<file path="src/rtl/instr_cycle_ctrl.sv">
// -----------------------------------------------------------------------------
// instr_cycle_ctrl
//
// Instruction-cycle sequencer for the 12-bit-instruction core. Every
// instruction cycle is four clocks (Q1..Q4). The block:
//   - drives the per-phase strobes,
//   - owns the PC and a 2-level call/return stack,
//   - discards (flushes) the prefetched instruction after a taken branch or
//     skip,
//   - parks the core in SLEEP until a wake request arrives.
//
// Pipeline: the instruction fetched in cycle n executes in cycle n+1. While an
// instruction executes, pc_o already points at the next instruction, so a CALL
// pushes pc_o as its return address.
//
// Optional feature (macro STACK_STATUS_EN):
//   when defined, the block adds stk_level_o / stk_err_o. stk_err_o is a sticky
//   flag that sets on an overflowing push or an underflowing pop.
//
// Parameters:
//   PC_W       PC / stack entry width (must be > 8)
//   RESET_VEC  PC value loaded on reset
//
// Ports:
//   clk          in   system clock, rising edge
//   rst_n        in   asynchronous active-low reset
//   goto_i       in   decoded GOTO of the executing instruction
//   call_i       in   decoded CALL
//   retlw_i      in   decoded RETLW
//   sleep_i      in   decoded SLEEP
//   skip_i       in   skip condition of the executing instruction
//   longk_i      in   literal/target field from the decoder
//   wake_i       in   wake request (level), only looked at while sleeping
//   pc_o         out  program-memory fetch address
//   fetch_en_o   out  Q1 strobe (RUN and FLUSH)
//   decode_ck_o  out  Q2 strobe (RUN and FLUSH)
//   exec_en_o    out  Q3 strobe (RUN only)
//   wb_en_o      out  Q4 strobe (RUN only)
//   flush_o      out  current cycle's instruction is discarded
//   sleeping_o   out  core is in SLEEP
//   dbg_state_o  out  FSM state (0 RUN, 1 FLUSH, 2 SLEEP)
//   dbg_q_o      out  phase counter (0 Q1 .. 3 Q4)
//   stk_level_o  out  stack depth 0..2          (STACK_STATUS_EN only)
//   stk_err_o    out  sticky over/underflow     (STACK_STATUS_EN only)
// -----------------------------------------------------------------------------
module instr_cycle_ctrl #(
  parameter int               PC_W      = 9,
  parameter logic [PC_W-1:0]  RESET_VEC = 9'h1FF
) (
  input  logic            clk,
  input  logic            rst_n,
  input  logic            goto_i,
  input  logic            call_i,
  input  logic            retlw_i,
  input  logic            sleep_i,
  input  logic            skip_i,
  input  logic [PC_W-1:0] longk_i,
  input  logic            wake_i,
  output logic [PC_W-1:0] pc_o,
  output logic            fetch_en_o,
  output logic            decode_ck_o,
  output logic            exec_en_o,
  output logic            wb_en_o,
  output logic            flush_o,
  output logic            sleeping_o,
  output logic [1:0]      dbg_state_o,
  output logic [1:0]      dbg_q_o
`ifdef STACK_STATUS_EN
  ,
  output logic [1:0]      stk_level_o,
  output logic            stk_err_o
`endif
);

  typedef enum logic [1:0] {
    ST_RUN   = 2'd0,
    ST_FLUSH = 2'd1,
    ST_SLEEP = 2'd2
  } state_t;

  typedef enum logic [1:0] {
    Q1 = 2'd0,
    Q2 = 2'd1,
    Q3 = 2'd2,
    Q4 = 2'd3
  } phase_t;

  state_t          r_state;
  phase_t          r_q;
  logic [PC_W-1:0] r_pc;
  logic [PC_W-1:0] r_stk0;
  logic [PC_W-1:0] r_stk1;
  logic [1:0]      r_level;

  logic            r_fetch_en;
  logic            r_decode_ck;
  logic            r_exec_en;
  logic            r_wb_en;
  logic            r_flush;
  logic            r_sleeping;

  state_t          w_state_nxt;
  phase_t          w_q_nxt;
  logic [PC_W-1:0] w_pc_nxt;
  logic [PC_W-1:0] w_pc_inc;
  logic            w_push;
  logic            w_pop;

  // Natural PC_W-bit wrap: all-ones + 1 -> 0.
  assign w_pc_inc = r_pc + {{(PC_W-1){1'b0}}, 1'b1};

  // Next-state logic. Control inputs matter only at Q4 of a RUN cycle.
  always_comb begin
    w_state_nxt = r_state;
    w_q_nxt     = r_q;
    w_pc_nxt    = r_pc;
    w_push      = 1'b0;
    w_pop       = 1'b0;
    unique case (r_state)
      ST_RUN: begin
        w_q_nxt = phase_t'(r_q + 2'd1);
        if (r_q == Q4) begin
          if (retlw_i) begin
            w_pop       = 1'b1;
            w_pc_nxt    = r_stk0;
            w_state_nxt = ST_FLUSH;
          end else if (call_i) begin
            // CALL reaches only the lower 256 words; upper bits are cleared.
            w_push      = 1'b1;
            w_pc_nxt    = {{(PC_W-8){1'b0}}, longk_i[7:0]};
            w_state_nxt = ST_FLUSH;
          end else if (goto_i) begin
            w_pc_nxt    = longk_i;
            w_state_nxt = ST_FLUSH;
          end else if (skip_i) begin
            w_pc_nxt    = w_pc_inc;
            w_state_nxt = ST_FLUSH;
          end else if (sleep_i) begin
            w_pc_nxt    = w_pc_inc;
            w_state_nxt = ST_SLEEP;
          end else begin
            w_pc_nxt    = w_pc_inc;
            w_state_nxt = ST_RUN;
          end
        end
      end
      ST_FLUSH: begin
        w_q_nxt = phase_t'(r_q + 2'd1);
        if (r_q == Q4) begin
          w_pc_nxt    = w_pc_inc;
          w_state_nxt = ST_RUN;
        end
      end
      ST_SLEEP: begin
        // Phase is parked at Q1 so wake-up resumes on a cycle boundary.
        w_q_nxt = Q1;
        if (wake_i) begin
          w_state_nxt = ST_RUN;
        end
      end
      default: begin
        w_state_nxt = ST_FLUSH;
        w_q_nxt     = Q1;
      end
    endcase
  end

  // State, PC, stack and registered strobes. Strobes are computed from the
  // next phase/state, so they line up with the phase they describe and
  // hold their reset values (all low) until the first clock after reset.
  always_ff @(posedge clk or negedge rst_n) begin
    if (!rst_n) begin
      r_state     <= ST_FLUSH;
      r_q         <= Q1;
      r_pc        <= RESET_VEC;
      r_stk0      <= '0;
      r_stk1      <= '0;
      r_level     <= 2'd0;
      r_fetch_en  <= 1'b0;
      r_decode_ck <= 1'b0;
      r_exec_en   <= 1'b0;
      r_wb_en     <= 1'b0;
      r_flush     <= 1'b1;
      r_sleeping  <= 1'b0;
    end else begin
      r_state <= w_state_nxt;
      r_q     <= w_q_nxt;
      r_pc    <= w_pc_nxt;

      if (w_push) begin
        // A push at full depth silently drops the oldest entry.
        r_stk1  <= r_stk0;
        r_stk0  <= r_pc;
        r_level <= (r_level == 2'd2) ? 2'd2 : r_level + 2'd1;
      end else if (w_pop) begin
        // stack[1] is left as is, so an empty-stack pop repeats it.
        r_stk0  <= r_stk1;
        r_level <= (r_level == 2'd0) ? 2'd0 : r_level - 2'd1;
      end

      r_fetch_en  <= (w_state_nxt != ST_SLEEP) && (w_q_nxt == Q1);
      r_decode_ck <= (w_state_nxt != ST_SLEEP) && (w_q_nxt == Q2);
      r_exec_en   <= (w_state_nxt == ST_RUN)   && (w_q_nxt == Q3);
      r_wb_en     <= (w_state_nxt == ST_RUN)   && (w_q_nxt == Q4);
      r_flush     <= (w_state_nxt == ST_FLUSH);
      r_sleeping  <= (w_state_nxt == ST_SLEEP);
    end
  end

  assign pc_o        = r_pc;
  assign fetch_en_o  = r_fetch_en;
  assign decode_ck_o = r_decode_ck;
  assign exec_en_o   = r_exec_en;
  assign wb_en_o     = r_wb_en;
  assign flush_o     = r_flush;
  assign sleeping_o  = r_sleeping;
  assign dbg_state_o = r_state;
  assign dbg_q_o     = r_q;

`ifdef STACK_STATUS_EN
  logic r_stk_err;

  always_ff @(posedge clk or negedge rst_n) begin
    if (!rst_n) begin
      r_stk_err <= 1'b0;
    end else if ((w_push && (r_level == 2'd2)) || (w_pop && (r_level == 2'd0))) begin
      r_stk_err <= 1'b1;
    end
  end

  assign stk_level_o = r_level;
  assign stk_err_o   = r_stk_err;
`endif

endmodule

</file>
<file path="config.mk">
export PLATFORM = sky130hd
export DESIGN_NAME = instr_cycle_ctrl
export DESIGN_NICKNAME = d
export VERILOG_FILES = /design/src/rtl/instr_cycle_ctrl.sv
export SDC_FILE = /design/constraint.sdc
export NUM_CORES = 1
export LEC_CHECK = 0
export BUFFER_PORTS_ARGS = -buffer_cell sky130_fd_sc_hd__buf_2
export CORE_ASPECT_RATIO = 0.75
export CORE_MARGIN = 4
export CORE_UTILIZATION = 35
export DETAILED_ROUTE_END_ITERATION = 12
export HOLD_SLACK_MARGIN = 0.03
export PLACE_DENSITY = 0.61
export SETUP_SLACK_MARGIN = 0.1
export SYNTH_ARGS = -nofsm -noshare
export SYNTH_HDL_FRONTEND = slang
export SYNTH_SLANG_ARGS = --single-unit
</file>
<file path="constraint.sdc">
create_clock -name clk -period 4.8 [get_ports clk]
set_input_delay 0.24 -clock clk [delete_from_list [all_inputs] [get_ports clk]]
set_output_delay 0.24 -clock clk [all_outputs]
set_load 0.1 [all_outputs]
</file>
# Word level (Yosys, flattened, before mapping)
# Cells that the tools add are included.
[classes]
n_addsub = 2
n_eq_ne = 11
n_mux = 25
reduce_logical = 11
[ops]
columns = ["operator", "count"]
rows = [
  ["$mux W9", 7],
  ["$mux W2", 9],
  ["$pmux W9 S2", 1],
  ["$eq A2 B2 Y1 const B", 5],
  ["$add A9 B1 Y9 const B", 1],
  ["$mux W1", 7],
  ["$eq A2 B1 Y1 const B", 3],
  ["$logic_not A2 Y1", 3],
  ["$ne A2 B2 Y1 const B", 3],
  ["$pmux W2 S3", 1],
  ["$logic_and A1 B1 Y1", 4],
  ["$reduce_bool A2 Y1", 2],
  ["$reduce_and A3 Y1", 1],
  ["$add A2 B1 Y2 const B", 1],
  ["$reduce_or A2 Y1", 1],
]
[word_totals]
reg_bits = 37
input_bits = 17
output_inout_bits = 19
elab_cells = 60

# Logic depth before layout (Yosys ltp)
# Gate-level depths: netlist of run 1.
[depth]
ltp_word = 9
depth_mapped = 7

# Least setup slack after synthesis of run 1
# Ideal clock, no wire load.
[synth_timing]
kind = "flip-flop to flip-flop"
from = "reg r_q[0] (netlist: dbg_q_o[0])"
to = "reg r_stk0[2]"
arrival_time_ns = 2.137
required_ns = 4.662
slack_ns = 2.525
path_stages_with_launch = 8
path_buffers = 2
period_less_slack_ns = 2.275
cell_sequence = "dfrtp_1 ha_1 nor3b_4 nand3b_1 buf_6 buf_6 mux2i_1 o21ai_1"
[synth_between]
elab_chain_cells = 4
word_cells_on_any_way = 7
classes_between = "eq/ne: 1; mux: 5; reduce/logical: 1"
[synth_lines]
columns = ["element", "line", "source"]
rows = [
  ["start: declaration", "89", "phase_t r_q;"],
  ["start signal: assignment", "187", "r_q <= w_q_nxt;"],
  ["$eq A2 B2 Y1 (*)", "122", "if (r_q == Q4) begin"],
  ["$mux W1", "122", ""],
  ["$mux W1", "119", "unique case (r_state)"],
  ["$mux W9 / $reduce_bool A2 Y1 (equally long branches)", "-", ""],
  ["end signal: assignment", "193", "r_stk0 <= r_pc;"],
  ["end signal: assignment", "197", "r_stk0 <= r_stk1;"],
  ["end: declaration", "91", "logic [PC_W-1:0] r_stk0;"],
]
# Mark *: on every way between the ends. The rest lies on a longest branch, timed or not.
# A chain may end at the register's enable or synchronous reset.

# Worst setup path after layout of run 1
[layout_timing]
from = "reg r_q[0] (netlist: dbg_q_o[0])"
to = "reg r_stk1[1]"
[layout_between]
elab_chain_cells = 3
[layout_lines]
columns = ["element", "line", "source"]
rows = [
  ["$eq A2 B2 Y1", "122", ""],
  ["$mux W1", "122", ""],
  ["$mux W1", "119", ""],
  ["end signal: assignment", "192", "r_stk1 <= r_stk0;"],
  ["end: declaration", "92", "logic [PC_W-1:0] r_stk1;"],
]
# No other way between the ends.

==> Implementation_results.wiki, run 1 <==
{| class="wikitable"
! Metric !! Value
|-
| Detailed-route via count || 1,544
|-
| Critical path class || reg2reg
|-
| Cts hold-fix bufs || 0
|-
| Slowest stage cell, crit path || nand3b_1
|-
| FMAX || 431 MHz
|-
| Clk buf depth || 2
|-
| Area inside the core boundary || 5350 sq um
|-
| Initial Util || 36.4%
|-
| Peak per-stage delay on the critical path || 0.72 ns
|-
| Commonest register cell after synthesis || dfrtp_1
|-
| Weighted congestion at the end of routability-driven global placement || 0.778
|-
| Depth of the worst register-to-register path || 4
|-
| Fill cell instance count of the final layout || 549
|-
| Critical path cell sequence || ha_1, nor3b_4, nand3b_1, mux2_2
|-
| Boundary pin count || 36
|-
| Congestion Overflow GR || 0
|-
| # rows || 23
|-
| Count of cell types in the netlist || 43
|-
| Final critical-path share of the clock period || 48.3%
|-
| Final Worst Setup Slack || 2.48 ns
|-
| Post-synthesis area per instance || 9.89 sq um
|-
| DPL Wire Length || 3330 um
|-
| Clock slew at the register clock pins of the worst setup and hold paths || 0.07 ns
|-
| Start of the worst register-to-register path || dbg_q_o[0]
|-
| Launching element of the worst setup path || dbg_q_o[0]
|-
| Area growth syn-to-layout || 15.2%
|-
| TritonCTS clock tree || done
|-
| Share of flip-flops with an asynchronous set or reset || 100%
|-
| CP required || 4.97 ns
|-
| Cell chosen for the clock root || clkbuf_8
|-
| Worst Path Arrival || 2.49 ns
|-
| Width of the die || 94.1 um
|-
| Unrepaired setup endpoints after global routing || false
|-
| Number of max-slew violations in the final report || 0
|-
| Die outline height || 72.6 um
|-
| Sink count of the clock tree || 37
|-
| Number of DRC violations after detailed-routing iteration 0 || 92
|-
| Class of the worst hold path || in2async
|-
| Share of synthesized area occupied by flip-flops and latches || 48.2%
|-
| Number of maximum-capacitance violations || 0
|-
| End of the worst register-to-register path || r_stk1[1]
|-
| Port buffer count || 35
|-
| Final-report setup violation count || 0
|-
| Vias in the first global route || 1,511
|-
| Actual slew at the worst max-slew pin || 0.962 ns
|-
| Remaining routing DRC violations || 0
|-
| Gates resized, CTS repair || 0
|-
| Number of antenna repair diodes || 0
|-
| Peak fanout along the critical path || 19
|-
| Global routing usage summed across all routing layers || 14.1%
|-
| Count of TritonRoute iterations in the first routing pass || 4
|-
| Largest net degree at the start of global routing || 38
|-
| Max-slew headroom || 35.7%
|-
| Final routed wire length divided by cell count || 15.1 um
|-
| Clock H-tree levels || 2
|-
| Netlist area before placement || 1950 sq um
|-
| Reg-to-reg setup timing slack || 2.48 ns
|-
| Post-route clock skew || 0.00906 ns
|-
| Place WS || 2.49 ns
|-
| Share of post-route cells with drive strength above 1 || 28.5%
|-
| Die Outline Area || 6840 sq um
|-
| Final hold violations || 0
|-
| Number of enable flip-flop cells after synthesis || 0
|-
| Critical Path Source Type || register
|-
| Vias per cell || 5.10
|-
| Setup TNS || 0 ns
|-
| Minimum clock period after layout || 2.32 ns
|-
| Final Net Count || 246
|-
| Total of flip-flops plus latches after synthesis || 37
|-
| Clk Latency, worst-skew pair || 0.29 ns
|-
| Final antenna-violating net count || 0
|-
| Endpoint type of the worst setup path || register
|-
| First-pass GRT wire length || 7470 um
|-
| Number of clock buffers inserted by TritonCTS || 5
|-
| Synthesis warning total || 0
|-
| Instance count of the mapped netlist || 197
|-
| Net count after synthesis || 216
|-
| Wire length reported by the detailed router || 4560 um
|-
| Status || complete, no violations
|-
| Initial antenna violation count || 0
|-
| Count of buffers added by post-CTS timing repair for setup || 0
|}
[critical path: cells and delay by family (launching register included)]
| kind | cells | cell delay, ns |
|---|---|---|
| and+or+nand+nor | 2 | 1.06 |
| muxes | 1 | 0.54 |
| DFF | 1 | 0.40 |
| adders and majority gates | 1 | 0.20 |
[flip-flops by register name (all words and copies together) (netlist names), 2 cells and up]
signal	cells
pc_o	9
dbg_q_o	2
r_stk1	9
r_stk0	9
dbg_state_o	2
[final cells by class]
cell class              instances  area, sq um  area share [%]
repair buffers                 36          183            8.14
flip-flops and latches         37          940            41.9
clock buffers                   8         90.1            4.01
well taps                      75         93.8            4.18
multi-input cells             142          920            41.0
inverters                       5         18.8           0.836
[per-layer routing]
| metal | GRT usage (%) | routed length (um) | up-vias |
|---|---|---|---|
| met5 | 0 | 0 | - |
| met4 | 5.93 | 76 | 0 |
| met3 | 3.81 | 238 | 7 |
| met2 | 20.4 | 1970 | 34 |
| met1 | 19.9 | 2280 | 727 |
| li1 | - | - | 776 |
[logic make-up after synthesis]
group,Yosys count,share of synthesized area [%]
simple gates,65,17.9
buf+inv,18,4.56
fa+ha+maj,2,1.28
compound gates,55,17.1
flops,37,48.2
mux,20,10.9
[cell usage after synthesis, types with 2 or more instances]
cell / n / area [sq um]
a211o_1: 2 / 17.5
a211oi_1: 2 / 15.0
a21oi_1: 12 / 60.1
a22oi_1: 2 / 15.0
and3_1: 2 / 12.5
and4_1: 2 / 17.5
buf_2: 5 / 25.0
buf_6: 2 / 22.5
clkbuf_1: 6 / 22.5
dfrtp_1: 26 / 651
dfstp_2: 11 / 289
ha_1: 2 / 25.0
inv_1: 5 / 18.8
mux2_2: 9 / 101
mux2i_1: 11 / 110
nand2_1: 19 / 71.3
nand2b_1: 3 / 18.8
nand3_1: 7 / 35.0
nand3b_1: 4 / 30.0
nand4_1: 2 / 12.5
nor2_1: 10 / 37.5
nor2b_1: 4 / 25.0
nor3_1: 4 / 20.0
nor4_1: 3 / 18.8
o21ai_0: 16 / 80.1
o21ai_1: 9 / 45.0
[per-stage QoR]
stage / util [%] / instance area, sq um / hold slack [ns] / instances
after floorplan: - / 1950 / -0.0556 / 197
after CTS: 41.9 / 2240 / 0.0763 / 303
final: 41.9 / 2240 / 0.0477 / 303
after detailed placement: 40.3 / 2150 / 0.388 / 295
after global placement: 40.3 / 2150 / 0.377 / 295
after global routing: 41.9 / 2240 / 0.110 / 303
[placed cells by master, fill, tap and decap left out, types with 9 or more instances in the layout]
cell type	Yosys	final
a21oi_1	12	12
buf_2	5	35
dfrtp_1	26	26
dfstp_2	11	11
mux2_2	9	9
mux2i_1	11	11
nand2_1	19	19
nor2_1	10	10
o21ai_0	16	16
o21ai_1	9	9
[how the worst max path moves through the flow]
stage / endpoint / slack (ns) / depth (start not counted)
5_1_grt: r_stk1[1] / 2.31 / 4
4_1_cts: r_stk1[1] / 2.47 / 4
3_5_place_dp: r_stk1[1] / 2.49 / 4
2_1_floorplan: r_stk0[2] / 2.53 / 7
6_report: r_stk1[1] / 2.48 / 4
3_3_place_gp: r_stk1[4] / 2.55 / 4
Power of run 1 is left out: the tool's default activity adds up to more than one toggle a clock period on the data nets, which glitch-free logic cannot reach.
==> run 2, diff against run 1 <==
- ABC_AREA: unset -> 1
- PLACE_DENSITY: 0.61 -> 0.63
- clock period: 4.8 -> 2 ns (I/O delays scaled with it)
==> Implementation_results.wiki, run 2 <==
{| class="wikitable"
! Metric !! Value
|-
| Width of the die || 96.1 um (was 94.1 um)
|-
| Status || complete, no violations (unchanged)
|-
| Port buffer count || 35 (unchanged)
|-
| Final hold violations || 0 (unchanged)
|-
| Number of enable flip-flop cells after synthesis || 0 (unchanged)
|-
| Critical Path Source Type || register (unchanged)
|-
| Die Outline Area || 7110 sq um (was 6840 sq um)
|-
| Largest net degree at the start of global routing || 35 (was 38)
|-
| Total of flip-flops plus latches after synthesis || 37 (unchanged)
|-
| Number of DRC violations after detailed-routing iteration 0 || 119 (was 92)
|-
| # rows || 23 (unchanged)
|-
| Count of TritonRoute iterations in the first routing pass || 4 (unchanged)
|-
| Clock H-tree levels || 2 (unchanged)
|-
| Net count after synthesis || 269 (was 216)
|-
| Share of flip-flops with an asynchronous set or reset || 100% (unchanged)
|-
| Clk buf depth || 2 (unchanged)
|-
| Clock slew at the register clock pins of the worst setup and hold paths || 0.07 ns (about the same)
|-
| Initial Util || 37.0% (was 36.4%)
|-
| FMAX || 587 MHz (was 431 MHz)
|-
| Fraction of synthesized cell area taken by the top area cell type || 32.0% (was 33.4%)
|-
| Minimum clock period after layout || 1.70 ns (was 2.32 ns)
|-
| Clk Latency, worst-skew pair || 0.29 ns (about the same)
|-
| DPL Wire Length || 3510 um (was 3330 um)
|-
| Hold endpoint || sleeping_o
|-
| Final-report setup violation count || 0 (unchanged)
|-
| Detailed-route via count || 1,686 (was 1,544)
|-
| End of the worst register-to-register path || r_stk0[3] (was r_stk1[1])
|-
| Commonest register cell after synthesis || dfrtp_1 (unchanged)
|-
| Vias in the first global route || 1,701 (was 1,511)
|-
| CP required || 2.18 ns (was 4.97 ns)
|-
| Gates resized, CTS repair || 0 (unchanged)
|-
| Area inside the core boundary || 5500 sq um (was 5350 sq um)
|-
| Peak fanout along the critical path || 27 (was 19)
|-
| Area growth syn-to-layout || 17.3% (was 15.2%)
|-
| Die outline height || 74.0 um (was 72.6 um)
|-
| Cell chosen for the clock root || clkbuf_8 (unchanged)
|-
| Final antenna-violating net count || 0 (unchanged)
|-
| Setup TNS || 0 ns (unchanged)
|-
| Library cell occupying the most area in the post-synthesis netlist || dfrtp_1 (unchanged)
|-
| Reg-to-reg setup timing slack || 0.30 ns (was 2.48 ns)
|-
| Worst Path Arrival || 1.88 ns (was 2.49 ns)
|-
| Hold depth || 3
|-
| Fill cell instance count of the final layout || 532 (was 549)
|-
| Synthesis warning total || 0 (unchanged)
|-
| Boundary pin count || 36 (unchanged)
|-
| Critical path class || reg2reg (unchanged)
|-
| Class of the worst hold path || in2reg (was in2async)
|-
| Number of maximum-capacitance violations || 0 (unchanged)
|-
| Final Net Count || 306 (was 246)
|-
| Initial antenna violation count || 0 (unchanged)
|-
| Top post-synthesis cells by count || nand2_1 (66), inv_1 (31), dfrtp_1 (26) (was dfrtp_1 (26), nand2_1 (19), o21ai_0 (16))
|-
| Top post-synthesis cells by area || dfrtp_1 (32%), dfstp_2 (14%), nand2_1 (12%) (was dfrtp_1 (33%), dfstp_2 (15%), mux2i_1 (5.7%))
|-
| Max-slew headroom || 49.6% (was 35.7%)
|-
| Number of max-slew violations in the final report || 0 (unchanged)
|-
| Number of antenna repair diodes || 0 (unchanged)
|-
| Start of the worst register-to-register path || dbg_q_o[0] (unchanged)
|-
| Global routing usage summed across all routing layers || 15.5% (was 14.1%)
|-
| Number of clock buffers inserted by TritonCTS || 5 (unchanged)
|-
| Post-route clock skew || 0.00848 ns (was 0.00906 ns)
|-
| Endpoint type of the worst setup path || register (unchanged)
|-
| TritonCTS clock tree || done (unchanged)
|-
| Share of synthesized area occupied by flip-flops and latches || 46.2% (was 48.2%)
|-
| Wire length reported by the detailed router || 4810 um (was 4560 um)
|-
| Vias per cell || 4.64 (was 5.10)
|-
| Leading cell type in the layout, fill and taps excluded || nand2_1 (was buf_2)
|-
| Depth of the worst register-to-register path || 8 (was 4)
|-
| Remaining routing DRC violations || 0 (unchanged)
|-
| Congestion Overflow GR || 0 (unchanged)
|-
| Count of cell types in the netlist || 34 (was 43)
|-
| Weighted congestion at the end of routability-driven global placement || 0.847 (was 0.778)
|-
| Unrepaired setup endpoints after global routing || false (unchanged)
|-
| Final critical-path share of the clock period || 85.2% (was 48.3%)
|-
| Post-synthesis area per instance || 8.14 sq um (was 9.89 sq um)
|-
| Actual slew at the worst max-slew pin || 0.757 ns (was 0.962 ns)
|-
| Most frequent cells in the layout || nand2_1 (66), buf_2 (35), inv_1 (31) (was buf_2 (35), dfrtp_1 (26), nand2_1 (19))
|-
| Instance count of the mapped netlist || 250 (was 197)
|-
| Beginning of the worst hold path || sleep_i
|-
| Final routed wire length divided by cell count || 13.3 um (was 15.1 um)
|-
| First-pass GRT wire length || 8380 um (was 7470 um)
|-
| Most frequently used cell type in the post-synthesis netlist || nand2_1 (was dfrtp_1)
|-
| Share of post-route cells with drive strength above 1 || 29.2% (was 28.5%)
|-
| Sink count of the clock tree || 37 (unchanged)
|-
| Netlist area before placement || 2040 sq um (was 1950 sq um)
|}
==> run 2: how the worst max path moves through the flow <==
stage                      endpoint  cells after the start  slack (ns)            from
final                     r_stk0[3]                      8        0.30      dbg_q_o[0]
after global routing      r_stk0[3]                      8        0.15      dbg_q_o[0]
after floorplan           r_stk0[7]                      8        0.13  dbg_state_o[1]
after global placement    r_stk0[3]                      8        0.38      dbg_q_o[0]
after CTS                 r_stk0[3]                      8        0.29      dbg_q_o[0]
after detailed placement  r_stk0[3]                      8        0.30      dbg_q_o[0]
==> run 2: layer usage <==
| metal | share of wire [%] | wire length, um | vias up | GRT usage [%] |
|---|---|---|---|---|
| met2 | 44 | 2100 | 33 | 22.9 |
| met5 | 0 | 0 | - | 0 |
| li1 | - | - | 871 | - |
| met4 | 1.6 | 76 | 0 | 5.68 |
| met1 | 50 | 2430 | 774 | 21.9 |
| met3 | 4.3 | 206 | 8 | 3.84 |
==> run 2: through the flow <==
| step | setup WS (ns) | util [%] | cells | area, sq um | hold WS [ns] |
|---|---|---|---|---|---|
| final | 0.297 | 43.5 | 363 | 2390 | 0.0981 |
| after global routing | 0.148 | 43.5 | 363 | 2390 | 0.120 |
| after CTS | 0.293 | 43.5 | 363 | 2390 | 0.0900 |
| after detailed placement | 0.299 | 41.2 | 354 | 2260 | 0.217 |
| after global placement | 0.378 | 41.2 | 354 | 2260 | 0.215 |
| after floorplan | 0.131 | - | 250 | 2040 | -0.196 |
==> run 2: repair_timing <==
action | CTS | global route
hold buffers | 1 | 0
buffers inserted | 0 | 0
hold endpoints to repair | 26 | 0
==> run 2: cell families after synthesis <==
family	count (synthesis)	synth area share, %
simple gates	108	25.1
compound gates	58	17.1
buf+inv	43	9.53
flops	37	46.2
xor+xnor	2	0.861
fa+ha+maj	2	1.23
==> run 2: worst max-delay path, cell delays in order (launching register included) <==
cell     delay (ns)
dfrtp_2        0.38
ha_1           0.20
nand2_4        0.14
nor2_8         0.17
nand3_4        0.30
nand2_1        0.21
o21ai_2        0.06
nand2_1        0.06
o21ai_1        0.06
==> run 2: final cells by class <==
| type | instances | area (sq um) | share of cell area, % |
|---|---|---|---|
| Multi-Input combinational cell | 170 | 902 | 37.8 |
| Timing Repair Buffer | 38 | 200 | 8.38 |
| Clock inverter | 1 | 30.0 | 1.26 |
| Inverter | 35 | 134 | 5.61 |
| Sequential cell | 37 | 942 | 39.4 |
| Tap cell | 75 | 93.8 | 3.93 |
| Clock buffer | 7 | 86.3 | 3.61 |
Power of run 2 is left out for the same reason.
